--- src/rtl/instr_decode_stage_pkg.sv ---
// ----------------------------------------------------------------------------
// instr_decode_stage_pkg
//   Shared definitions for the decode front end: RV32 major opcode constants,
//   the 3-bit immediate-format encoding used by the decoder, the immediate
//   generator and the execute stage, the decoded bundle layout and the
//   skid-buffer state type.
// ----------------------------------------------------------------------------
package instr_decode_stage_pkg;

    // Major opcodes (instr[6:0])
    localparam logic [6:0] OPC_LOAD   = 7'b0000011;
    localparam logic [6:0] OPC_OP_IMM = 7'b0010011;
    localparam logic [6:0] OPC_JALR   = 7'b1100111;
    localparam logic [6:0] OPC_STORE  = 7'b0100011;
    localparam logic [6:0] OPC_BRANCH = 7'b1100011;
    localparam logic [6:0] OPC_LUI    = 7'b0110111;
    localparam logic [6:0] OPC_AUIPC  = 7'b0010111;
    localparam logic [6:0] OPC_JAL    = 7'b1101111;
    localparam logic [6:0] OPC_SYSTEM = 7'b1110011;
    localparam logic [6:0] OPC_OP     = 7'b0110011;
    localparam logic [6:0] OPC_FENCE  = 7'b0001111;

    // Immediate format encodings
    localparam logic [2:0] IMM_NONE = 3'b000;  // no immediate, value 0
    localparam logic [2:0] IMM_I    = 3'b001;
    localparam logic [2:0] IMM_S    = 3'b010;
    localparam logic [2:0] IMM_B    = 3'b011;
    localparam logic [2:0] IMM_U    = 3'b100;
    localparam logic [2:0] IMM_J    = 3'b101;
    localparam logic [2:0] IMM_Z    = 3'b110;  // CSR zimm, zero-extended rs1 field

    // Skid buffer occupancy
    typedef enum logic [1:0] {
        ST_EMPTY = 2'd0,
        ST_ONE   = 2'd1,
        ST_FULL  = 2'd2
    } skid_state_t;

    // One decoded instruction as held in OUT or SKID
    typedef struct packed {
        logic [31:0] pc;
        logic [31:0] imm;
        logic [2:0]  imm_type;
        logic [6:0]  opcode;
        logic [2:0]  funct3;
        logic [6:0]  funct7;
        logic [4:0]  rd_addr;
        logic [4:0]  rs1_addr;
        logic [4:0]  rs2_addr;
        logic        illegal;
    } bundle_t;

    // True for every opcode the decoder recognises
    function automatic logic opcode_known(input logic [6:0] opc);
        logic known;
        known = 1'b0;
        case (opc)
            OPC_LOAD, OPC_OP_IMM, OPC_JALR, OPC_STORE, OPC_BRANCH,
            OPC_LUI, OPC_AUIPC, OPC_JAL, OPC_SYSTEM, OPC_OP, OPC_FENCE:
                known = 1'b1;
            default:
                known = 1'b0;
        endcase
        return known;
    endfunction

    // Immediate format for a recognised opcode. SYSTEM splits on funct3[2]:
    // the immediate-operand CSR forms carry a 5-bit zimm, the rest (register
    // CSR forms, ECALL/EBREAK) use the I-type CSR/funct12 field.
    function automatic logic [2:0] imm_type_of(input logic [6:0] opc,
                                               input logic [2:0] funct3);
        logic [2:0] t;
        t = IMM_NONE;
        case (opc)
            OPC_LOAD, OPC_OP_IMM, OPC_JALR: t = IMM_I;
            OPC_STORE:                      t = IMM_S;
            OPC_BRANCH:                     t = IMM_B;
            OPC_LUI, OPC_AUIPC:             t = IMM_U;
            OPC_JAL:                        t = IMM_J;
            OPC_SYSTEM:                     t = funct3[2] ? IMM_Z : IMM_I;
            default:                        t = IMM_NONE;
        endcase
        return t;
    endfunction

endpackage : instr_decode_stage_pkg

--- src/rtl/instr_decode_stage_imm_generator.sv ---
// ----------------------------------------------------------------------------
// imm_generator
//   Purely combinational immediate former. Builds the 32-bit immediate for a
//   given format from instruction bits [31:7].
//   Ports:
//     instr_bits [31:7]  instruction bits above the opcode
//     imm_type   [2:0]   immediate format (IMM_* encodings)
//     imm        [31:0]  formed immediate (0 for IMM_NONE / unknown codes)
// ----------------------------------------------------------------------------
module imm_generator
    import instr_decode_stage_pkg::*;
(
    input  logic [31:7] instr_bits,
    input  logic [2:0]  imm_type,
    output logic [31:0] imm
);

    logic sign;
    assign sign = instr_bits[31];

    always_comb begin
        imm = '0;
        case (imm_type)
            IMM_I: imm = {{20{sign}}, instr_bits[31:20]};
            IMM_S: imm = {{20{sign}}, instr_bits[31:25], instr_bits[11:7]};
            IMM_B: imm = {{19{sign}}, sign, instr_bits[7], instr_bits[30:25],
                          instr_bits[11:8], 1'b0};
            IMM_U: imm = {instr_bits[31:12], 12'h000};
            IMM_J: imm = {{11{sign}}, sign, instr_bits[19:12], instr_bits[20],
                          instr_bits[30:21], 1'b0};
            IMM_Z: imm = {27'd0, instr_bits[19:15]};
            default: imm = '0;
        endcase
    end

endmodule : imm_generator

--- src/rtl/instr_decode_stage.sv ---
// ----------------------------------------------------------------------------
// instr_decode_stage
//   RV32 decode stage with a 2-entry skid buffer (OUT + SKID) and one cycle of
//   latency. The entering instruction is decoded combinationally and the
//   decoded bundle is what gets stored, so the registers drive the outputs
//   directly.
//   Ports:
//     clk_in, rst_in             clock, synchronous active-high reset
//     instr_in, pc_in, valid_in  upstream instruction offer
//     ready_out                  registered, low only while SKID is occupied
//     valid_out, ready_in        downstream handshake
//     flush_in                   discard everything held and offered
//     pc_out .. illegal_out      decoded bundle (from OUT)
// ----------------------------------------------------------------------------
module instr_decode_stage
    import instr_decode_stage_pkg::*;
(
    input  logic        clk_in,
    input  logic        rst_in,
    input  logic [31:0] instr_in,
    input  logic [31:0] pc_in,
    input  logic        valid_in,
    output logic        ready_out,
    output logic        valid_out,
    input  logic        ready_in,
    input  logic        flush_in,
    output logic [31:0] pc_out,
    output logic [31:0] imm_out,
    output logic [2:0]  imm_type_out,
    output logic [6:0]  opcode_out,
    output logic [2:0]  funct3_out,
    output logic [6:0]  funct7_out,
    output logic [4:0]  rd_addr_out,
    output logic [4:0]  rs1_addr_out,
    output logic [4:0]  rs2_addr_out,
    output logic        illegal_out
);

    // ------------------------------------------------------------------
    // Combinational decode of the offered instruction
    // ------------------------------------------------------------------
    logic        dec_illegal;
    logic [2:0]  dec_imm_type;
    logic [31:0] dec_imm;
    bundle_t     dec_bundle;

    always_comb begin
        dec_illegal  = (instr_in[1:0] != 2'b11) || !opcode_known(instr_in[6:0]);
        // Illegal encodings force format NONE so the generator yields zero
        dec_imm_type = dec_illegal ? IMM_NONE
                                   : imm_type_of(instr_in[6:0], instr_in[14:12]);
    end

    imm_generator u_imm_generator (
        .instr_bits (instr_in[31:7]),
        .imm_type   (dec_imm_type),
        .imm        (dec_imm)
    );

    always_comb begin
        dec_bundle          = '0;
        dec_bundle.pc       = pc_in;
        dec_bundle.imm      = dec_imm;
        dec_bundle.imm_type = dec_imm_type;
        dec_bundle.opcode   = instr_in[6:0];
        dec_bundle.funct3   = instr_in[14:12];
        dec_bundle.funct7   = instr_in[31:25];
        dec_bundle.rd_addr  = instr_in[11:7];
        dec_bundle.rs1_addr = instr_in[19:15];
        dec_bundle.rs2_addr = instr_in[24:20];
        dec_bundle.illegal  = dec_illegal;
    end

    // ------------------------------------------------------------------
    // Skid buffer control
    // ------------------------------------------------------------------
    skid_state_t state_reg, state_next;
    bundle_t     out_reg;
    bundle_t     skid_reg;
    logic        ready_reg;

    logic accept;
    logic consume;
    logic load_out_new;
    logic load_out_skid;
    logic load_skid;
    logic clear_all;

    assign valid_out = (state_reg != ST_EMPTY);
    assign ready_out = ready_reg;
    assign accept    = valid_in && ready_reg;
    assign consume   = valid_out && ready_in;

    always_comb begin
        state_next    = state_reg;
        load_out_new  = 1'b0;
        load_out_skid = 1'b0;
        load_skid     = 1'b0;
        clear_all     = 1'b0;

        if (flush_in) begin
            state_next = ST_EMPTY;
            clear_all  = 1'b1;
        end else begin
            case (state_reg)
                ST_EMPTY: begin
                    if (accept) begin
                        state_next   = ST_ONE;
                        load_out_new = 1'b1;
                    end
                end
                ST_ONE: begin
                    if (accept && consume) begin
                        load_out_new = 1'b1;
                    end else if (accept) begin
                        state_next = ST_FULL;
                        load_skid  = 1'b1;
                    end else if (consume) begin
                        state_next = ST_EMPTY;
                    end
                end
                ST_FULL: begin
                    // ready_out is low here, so no accept can coincide
                    if (consume) begin
                        state_next    = ST_ONE;
                        load_out_skid = 1'b1;
                    end
                end
                default: begin
                    state_next = ST_EMPTY;
                    clear_all  = 1'b1;
                end
            endcase
        end
    end

    always_ff @(posedge clk_in) begin
        if (rst_in) begin
            state_reg <= ST_EMPTY;
            ready_reg <= 1'b1;
            out_reg   <= '0;
            skid_reg  <= '0;
        end else begin
            state_reg <= state_next;
            ready_reg <= (state_next != ST_FULL);
            if (clear_all) begin
                out_reg  <= '0;
                skid_reg <= '0;
            end else begin
                if (load_out_new) begin
                    out_reg <= dec_bundle;
                end else if (load_out_skid) begin
                    out_reg <= skid_reg;
                end
                if (load_skid) begin
                    skid_reg <= dec_bundle;
                end
            end
        end
    end

    // ------------------------------------------------------------------
    // Bundle outputs
    // ------------------------------------------------------------------
    assign pc_out       = out_reg.pc;
    assign imm_out      = out_reg.imm;
    assign imm_type_out = out_reg.imm_type;
    assign opcode_out   = out_reg.opcode;
    assign funct3_out   = out_reg.funct3;
    assign funct7_out   = out_reg.funct7;
    assign rd_addr_out  = out_reg.rd_addr;
    assign rs1_addr_out = out_reg.rs1_addr;
    assign rs2_addr_out = out_reg.rs2_addr;
    assign illegal_out  = out_reg.illegal;

endmodule : instr_decode_stage

--- config.mk ---
export PLATFORM = sky130hd
export DESIGN_NAME = instr_decode_stage
export DESIGN_NICKNAME = d
export VERILOG_FILES = /design/src/rtl/instr_decode_stage_pkg.sv /design/src/rtl/instr_decode_stage_imm_generator.sv /design/src/rtl/instr_decode_stage.sv
export SDC_FILE = /design/constraint.sdc
export NUM_CORES = 1
export LEC_CHECK = 0
export ABC_AREA = 1
export BUFFER_PORTS_ARGS = -buffer_cell sky130_fd_sc_hd__buf_2
export CORE_MARGIN = 2
export CORE_UTILIZATION = 59
export CTS_CLUSTER_DIAMETER = 50
export CTS_CLUSTER_SIZE = 28
export DETAILED_ROUTE_END_ITERATION = 10
export GPL_TIMING_DRIVEN = 0
export PLACE_DENSITY = 0.85
export SLEW_MARGIN = 20
export SYNTH_ARGS = -nofsm -noshare
export SYNTH_HDL_FRONTEND = slang
export SYNTH_SLANG_ARGS = --single-unit
--- constraint.sdc ---
create_clock -name clk_in -period 2.9 [get_ports clk_in]
set_clock_uncertainty 0.15 [all_clocks]
set_input_delay 0.145 -clock clk_in [delete_from_list [all_inputs] [get_ports clk_in]]
set_output_delay 0.145 -clock clk_in [all_outputs]
set_load 0.02 [all_outputs]
==> results of run 1 <==
[per-stage QoR]
| step | hold WS, ps | power [mW] | cells |
|---|---|---|---|
| final | 118.0 | 5.721 | 1639 |
| after global routing | 162.0 | 5.876 | 1639 |
| after CTS | 109.4 | 5.694 | 1639 |
| after detailed placement | 181.7 | 3.373 | 1541 |
| after global placement | 176.6 | 3.366 | 1541 |
| after floorplan | 73.47 | 3.171 | 1188 |
[final timing paths]
kind | startpoint | endpoint | slack (ps) | cells after the start
min reg2reg | rd_addr_out[2] | rd_addr_out[2] | 330 | 2
max | state_reg[0] | ready_out | 400 | 7
min | flush_in | imm_out[11] | 120 | 6
max reg2reg | state_reg[0] | ready_out | 400 | 7
[critical path, stage by stage, from the launching register on]
cell                            delay, ps
sky130_fd_sc_hd__dfxtp_1              350
sky130_fd_sc_hd__nand2_1              100
sky130_fd_sc_hd__nand3_1              110
sky130_fd_sc_hd__inv_1                 90
sky130_fd_sc_hd__clkbuf_1             490
sky130_fd_sc_hd__clkbuf_1             380
sky130_fd_sc_hd__nand3_1              120
sky130_fd_sc_hd__dlygate4sd3_1        590
[layout make-up]
type,count,area share
Sequential cell,203,0.3739
Clock buffer,17,0.03913
Multi-Input combinational cell,827,0.3544
Buffer,79,0.03165
Inverter,79,0.02728
Clock inverter,13,0.01209
Tap cell,184,0.02118
Timing Repair Buffer,237,0.1404
[placed cells by master (no fill, tap or decap), types with 10 or more instances in the layout]
cell type / n
sky130_fd_sc_hd__nand2_1: 314
sky130_fd_sc_hd__dfxtp_1: 203
sky130_fd_sc_hd__buf_2: 186
sky130_fd_sc_hd__nor2_1: 172
sky130_fd_sc_hd__o21ai_0: 109
sky130_fd_sc_hd__a31oi_1: 85
sky130_fd_sc_hd__dlygate4sd3_1: 68
sky130_fd_sc_hd__inv_1: 67
sky130_fd_sc_hd__clkbuf_1: 51
sky130_fd_sc_hd__a21oi_1: 43
sky130_fd_sc_hd__nand3_1: 32
sky130_fd_sc_hd__o21ai_1: 22
sky130_fd_sc_hd__clkbuf_16: 17
sky130_fd_sc_hd__nand2_4: 13
sky130_fd_sc_hd__inv_2: 10
[power breakdown]
group / switching, mW / total, mW / internal, mW
registers: 0.0256 / 2.86 / 2.83
logic: 0.348 / 0.543 / 0.195
clock network: 1.17 / 2.32 / 1.15
[routing by layer]
| layer | part of all wire | global-route usage | vias up | wire (µm) |
|---|---|---|---|---|
| li1 | - | - | 4397 | - |
| met1 | 0.39 | 0.4279 | 4266 | 10610 |
| met2 | 0.47 | 0.5792 | 543 | 12800 |
| met3 | 0.096 | 0.06615 | 107 | 2613 |
| met4 | 0.045 | 0.1481 | 0 | 1233 |
| met5 | 0 | 0 | - | 0 |
[cells by family after synthesis]
group	share of synthesized area
buffers and inverters	0.07486
AOI/OAI and AO/OA	0.1750
DFF	0.4749
and+or+nand+nor	0.2752
[repair_timing]
item,CTS,global route
hold buffers,68,0
setup endpoints to repair,0,0
endpoints found under the hold margin,164,0
==> results.yml, run 1 <==
run_status:
  run_status: "finished, final reports clean"
power:
  power_per_cell_area_nw_per_um2: 526.3
  irDropWorstVdd_mv: 0.3791
  power.leakage_nw: 5.034
global_routing:
  grt_remaining_overflow: 0
  grt_antenna_before_repair: 0
  grt_first_pass_wirelength_um: 44230
  globalRouteTotalUtil: 0.3430
  first_global_vias: 8946
  grt_max_degree: 23
cells_and_area:
  nets: 1513
  syn2layout_area_growth_pct: 27.04
  area_of_combinational_cells_with_multiple_inputs_um2: 3852
  fin_area_um2: 10870
  insertedDiodeCount: 0
  post_layout_utilization_of_the_core: 0.7565
  largest_reg_flops: 100
  drive_above_1_share: 0.1814
  fillers: 1035
  sequential_cell_area_um2: 4064
min_path:
  hold_class: "in2reg"
cts:
  clock_latency_late_sink_ps: 490
  htree_levels: 1
  cts-root-buf: "sky130_fd_sc_hd__clkbuf_16"
  cts_setup_buffers: 0
  clockBufferDepth: 3
  worst_setup_hold_path_clk_slew_ps: 80
  cts_buffers: 17
  tritoncts: "done"
  ctsResizeCount: 0
  cts_sink_cnt: 203
drt:
  ant_nets: 0
  vias_per_cell: 5.682
  drt_wl_total_um: 27250
  remaining_drc_errors: 0
  route.vias.total: 9313
  route.detailed.wl_per_inst_um: 16.63
  dr.pass1.iters: 5
  drtIter0Drc: 997
synthesis:
  synth-main-ff-cell: "sky130_fd_sc_hd__dfxtp_1"
  syn_area_um2: 8557
  synthDominantCellAreaShare: 0.4749
  post_synth_num_cell_types: 37
  synthesis.yosys.warnings: 0
  syn_nets: 1257
  synthDominantAreaCellType: "sky130_fd_sc_hd__dfxtp_1"
  synth-seq-area-share: 0.4749
  post_synth_main_area_contributors: "sky130_fd_sc_hd__dfxtp_1 (47%), sky130_fd_sc_hd__nand2_1 (14%), sky130_fd_sc_hd__nor2_1 (7.5%)"
  syn_inst: 1188
  number_of_flops_mapped_to_enable_cells_by_yosys: 0
  synthesis.area_per_instance_um2: 7.203
  synthArstFlopShare: 0
  yosys-top-cells-count: "sky130_fd_sc_hd__nand2_1 (314), sky130_fd_sc_hd__dfxtp_1 (203), sky130_fd_sc_hd__nor2_1 (172)"
  yosys.cell_count.top_type: "sky130_fd_sc_hd__nand2_1"
  ys_ff_latch: 203
sta:
  worst-slew-pin-transition_ps: 632.5
  slew_headroom: 0.5783
  timing.final.crit_share: 0.8623
  fin_crit_ps: 2501
  hold_viol_final: 0
  setup_repair_after_global_routing_missed_its_margin: "no"
  clock.fmax_mhz: 399.9
  setup_tns_ps: 0
  setup_ws_ps: 399.3
  report.final.setup_viol: 0
  maxSlewViolCount: 0
floorplan:
  floorplan.rows: 44
  fp.dieH_um: 124.4
  io_pins: 171
  floorplan.die.width_um: 124.4
  design.core.area_um2: 14370
  design.die.area_um2: 15480
  floorplan.initialDensity: 0.5955
critical_path:
  endpoint_kind: "flop"
  max_fanout_on_critical_path: 10
  start_kind: "flop"
  critical_path_required_ps: 3110
  critical_path_data_arrival_time_ps: 2710
  critPathKind: "reg2reg"
placed_design:
  port_buffers: 169
  hpwl_um: 18380
  placedInstanceArea_um2: 9633
  gp_routability_congestion: 1.012
  place_worst_setup_slack_ps: 690.2
flow_run:
  timing.max_cap.violations: 0
Note: power is estimated with default switching activity, not from simulation.
==> run 2: changes to the inputs <==
CORE_UTILIZATION = 60   (was 59)
SYNTH_HIERARCHICAL = 1   (was default)
==> run 2 against run 1 <==
Against the previous run: worst hold slack worse by 100 ps; area after synthesis up 4.9%; count of clock-buffer cells in the layout up 8; final area up 4.6%; synthesized cell count up 9.4%; routed wire length down 0.25%; critical path type is now in2reg; largest power group unchanged.
==> results.yml, run 2 <==
run_status:
  run_status: "finished, final reports clean"
synthesis:
  synth-main-ff-cell: "sky130_fd_sc_hd__dfxtp_1"
  synthArstFlopShare: 0
  synthesis.area_per_instance_um2: 6.908
  syn_inst: 1300
  post_synth_main_area_contributors: "sky130_fd_sc_hd__dfxtp_1 (45%), sky130_fd_sc_hd__nand2_1 (15%), sky130_fd_sc_hd__nor2_1 (8.6%)"
  ys_ff_latch: 203
  post_synth_num_cell_types: 24
  synthDominantAreaCellType: "sky130_fd_sc_hd__dfxtp_1"
  synthDominantCellAreaShare: 0.4526
  number_of_flops_mapped_to_enable_cells_by_yosys: 0
  syn_area_um2: 8980
  syn_nets: 1369
  synth-seq-area-share: 0.4526
  synthesis.yosys.warnings: 6
  yosys.cell_count.top_type: "sky130_fd_sc_hd__nand2_1"
  yosys-top-cells-count: "sky130_fd_sc_hd__nand2_1 (360), sky130_fd_sc_hd__nor2_1 (205), sky130_fd_sc_hd__dfxtp_1 (203)"
cells_and_area:
  largest_reg_flops: 100
  fillers: 1072
  fin_area_um2: 11370
  nets: 1626
  insertedDiodeCount: 0
  syn2layout_area_growth_pct: 26.64
  drive_above_1_share: 0.2008
  final_cell_count_no_fill: 1753
  final_common_cell: "sky130_fd_sc_hd__nand2_1"
  final_cell_mix: "sky130_fd_sc_hd__nand2_1 (360), sky130_fd_sc_hd__buf_2 (221), sky130_fd_sc_hd__nor2_1 (205)"
critical_path:
  worst_path_dominant_cell_family: "simple AND/OR/NAND/NOR gates"
  crit_start: "instr_in[1]"
  worst_path_max_delay_cell: "sky130_fd_sc_hd__dlygate4sd3_1"
  cp_slowest_stage_delay_ps: 530
  worstReg2RegStart: "state_reg[1]"
  cp_cell_sequence: "dlygate4sd3_1, buf_2, nand2_1, inv_1, nand2_1, o21ai_0, nor2_1, inv_1, o21ai_1, nand2_1, nor2_1, nor2_1"
  crit_buf_inv: 4
  start_kind: "input port"
  max_fanout_on_critical_path: 8
  critical_path_required_ps: 3130
  critPathKind: "in2reg"
  endpoint_kind: "flop"
  critical_path_data_arrival_time_ps: 2760
cts:
  clock_latency_late_sink_ps: 480
  tritoncts: "done"
  htree_levels: 1
  ctsResizeCount: 0
  cts_buffers: 18
  cts-root-buf: "sky130_fd_sc_hd__clkbuf_16"
  cts_sink_cnt: 203
  clockBufferDepth: 3
  worst_setup_hold_path_clk_slew_ps: 70
placed_design:
  port_buffers: 169
  gp_routability_congestion: 0.9622
  placedInstanceArea_um2: 10060
  dp_cells: 1653
  hpwl_um: 17540
  place_worst_setup_slack_ps: 485.5
drt:
  route.detailed.wl_per_inst_um: 15.51
  dr.pass1.iters: 6
  drtIter0Drc: 948
  vias_per_cell: 5.482
  route.vias.total: 9610
  ant_nets: 0
  remaining_drc_errors: 0
  drt_wl_total_um: 27190
sta:
  timing.final.crit_share: 0.8750
  setup_repair_after_global_routing_missed_its_margin: "no"
  clock.fmax_mhz: 394.1
  report.final.setup_viol: 0
  slew_headroom: 0.6066
  setup_tns_ps: 0
  fin_crit_ps: 2537
  worst-slew-pin-transition_ps: 586.1
  maxSlewViolCount: 0
  setup_ws_ps: 362.6
  hold_viol_final: 0
power:
  report.power.total_mw: 6.117
  power_per_cell_area_nw_per_um2: 537.9
  power.leakage_nw: 5.745
  irDropWorstVdd_mv: 0.4617
floorplan:
  floorplan.die.width_um: 126.3
  io_pins: 171
  design.die.area_um2: 15960
  design.core.area_um2: 14590
  floorplan.initialDensity: 0.6155
  fp.dieH_um: 126.3
  floorplan.rows: 44
global_routing:
  grt_antenna_before_repair: 0
  first_global_vias: 9128
  globalRouteTotalUtil: 0.3356
  grt_remaining_overflow: 0
  grt_first_pass_wirelength_um: 44390
  grt_max_degree: 18
flow_run:
  timing.max_cap.violations: 0
min_path:
  hold_path_startpoint: "valid_in"
  hold_class: "in2reg"
run 2: changes by cell type in the layout (fill, tap and decap cells not counted), moves of 10 or more:
cell                       delta
sky130_fd_sc_hd__a21oi_1     +72
sky130_fd_sc_hd__a31oi_1     -85
sky130_fd_sc_hd__buf_2       +35
sky130_fd_sc_hd__clkbuf_1    -29
sky130_fd_sc_hd__nand2_1     +46
sky130_fd_sc_hd__nand2_4     -10
sky130_fd_sc_hd__nand3_1     +69
sky130_fd_sc_hd__nand3_2     +19
sky130_fd_sc_hd__nor2_1      +33
sky130_fd_sc_hd__o21ai_0     -76
sky130_fd_sc_hd__o21ai_1     +49
run 2: final cells by class:
| cell class | instances | area [µm²] | share of cell area |
|---|---|---|---|
| clock buffers | 25 | 538.0 | 0.04731 |
| multi-input cells | 928 | 4115 | 0.3619 |
| repair buffers | 237 | 1526 | 0.1342 |
| clock inverters | 7 | 97.59 | 0.008582 |
| well taps | 184 | 230.2 | 0.02024 |
| flip-flops and latches | 203 | 4064 | 0.3574 |
| inverters | 79 | 304.0 | 0.02674 |
| plain buffers | 90 | 496.7 | 0.04368 |
run 2: worst min-delay path, cell delays in order:
cell	delay (ps)
sky130_fd_sc_hd__buf_2	90
sky130_fd_sc_hd__nand2_1	110
sky130_fd_sc_hd__nor2_1	70
sky130_fd_sc_hd__nor2_1	110
sky130_fd_sc_hd__nor3_1	70
run 2: layer usage:
| metal | share of wire | wire, µm | global-route usage |
|---|---|---|---|
| met5 | 0 | 0 | 0 |
| met4 | 0.037 | 1001 | 0.1209 |
| met3 | 0.086 | 2326 | 0.05146 |
| met2 | 0.47 | 12890 | 0.5813 |
| met1 | 0.40 | 10970 | 0.4268 |
run 2: worst paths after layout:
path	end	slack (ps)	depth (start not counted)
max	imm_out[13]	360	12
min	state_reg[1]	20	5
min reg2reg	skid_reg[21]	350	2
max reg2reg	funct3_out[0]	950	9
run 2: cell families (layout without fill, tap and decap cells):
group                  after synthesis  count (layout)  share of synthesized area
buffers and inverters              169             438                    0.08917
AND/OR/NAND/NOR                    704             704                     0.3313
flip-flops                         203             203                     0.4526
AO/OA/AOI/OAI                      224             224                     0.1269
run 2: metrics by stage:
stage          utilization  hold slack, ps
2_1_floorplan            -           67.38
3_3_place_gp        0.6893           170.5
3_5_place_dp        0.6893           177.5
4_1_cts             0.7795          0.8776
5_1_grt             0.7795           38.10
6_report            0.7795           15.21
run 2: power breakdown:
part           total, mW  switching, mW  internal [mW]  leakage, nW
clock               2.56           1.07           1.49        0.312
combinational      0.677          0.421          0.256         3.79
sequential          2.88         0.0337           2.85         1.64
total               6.12           1.52           4.59         5.74
run 2: timing repair:
item,in CTS,in global routing
buffers inserted,0,0
hold buffers,68,0
hold endpoints to repair,163,0
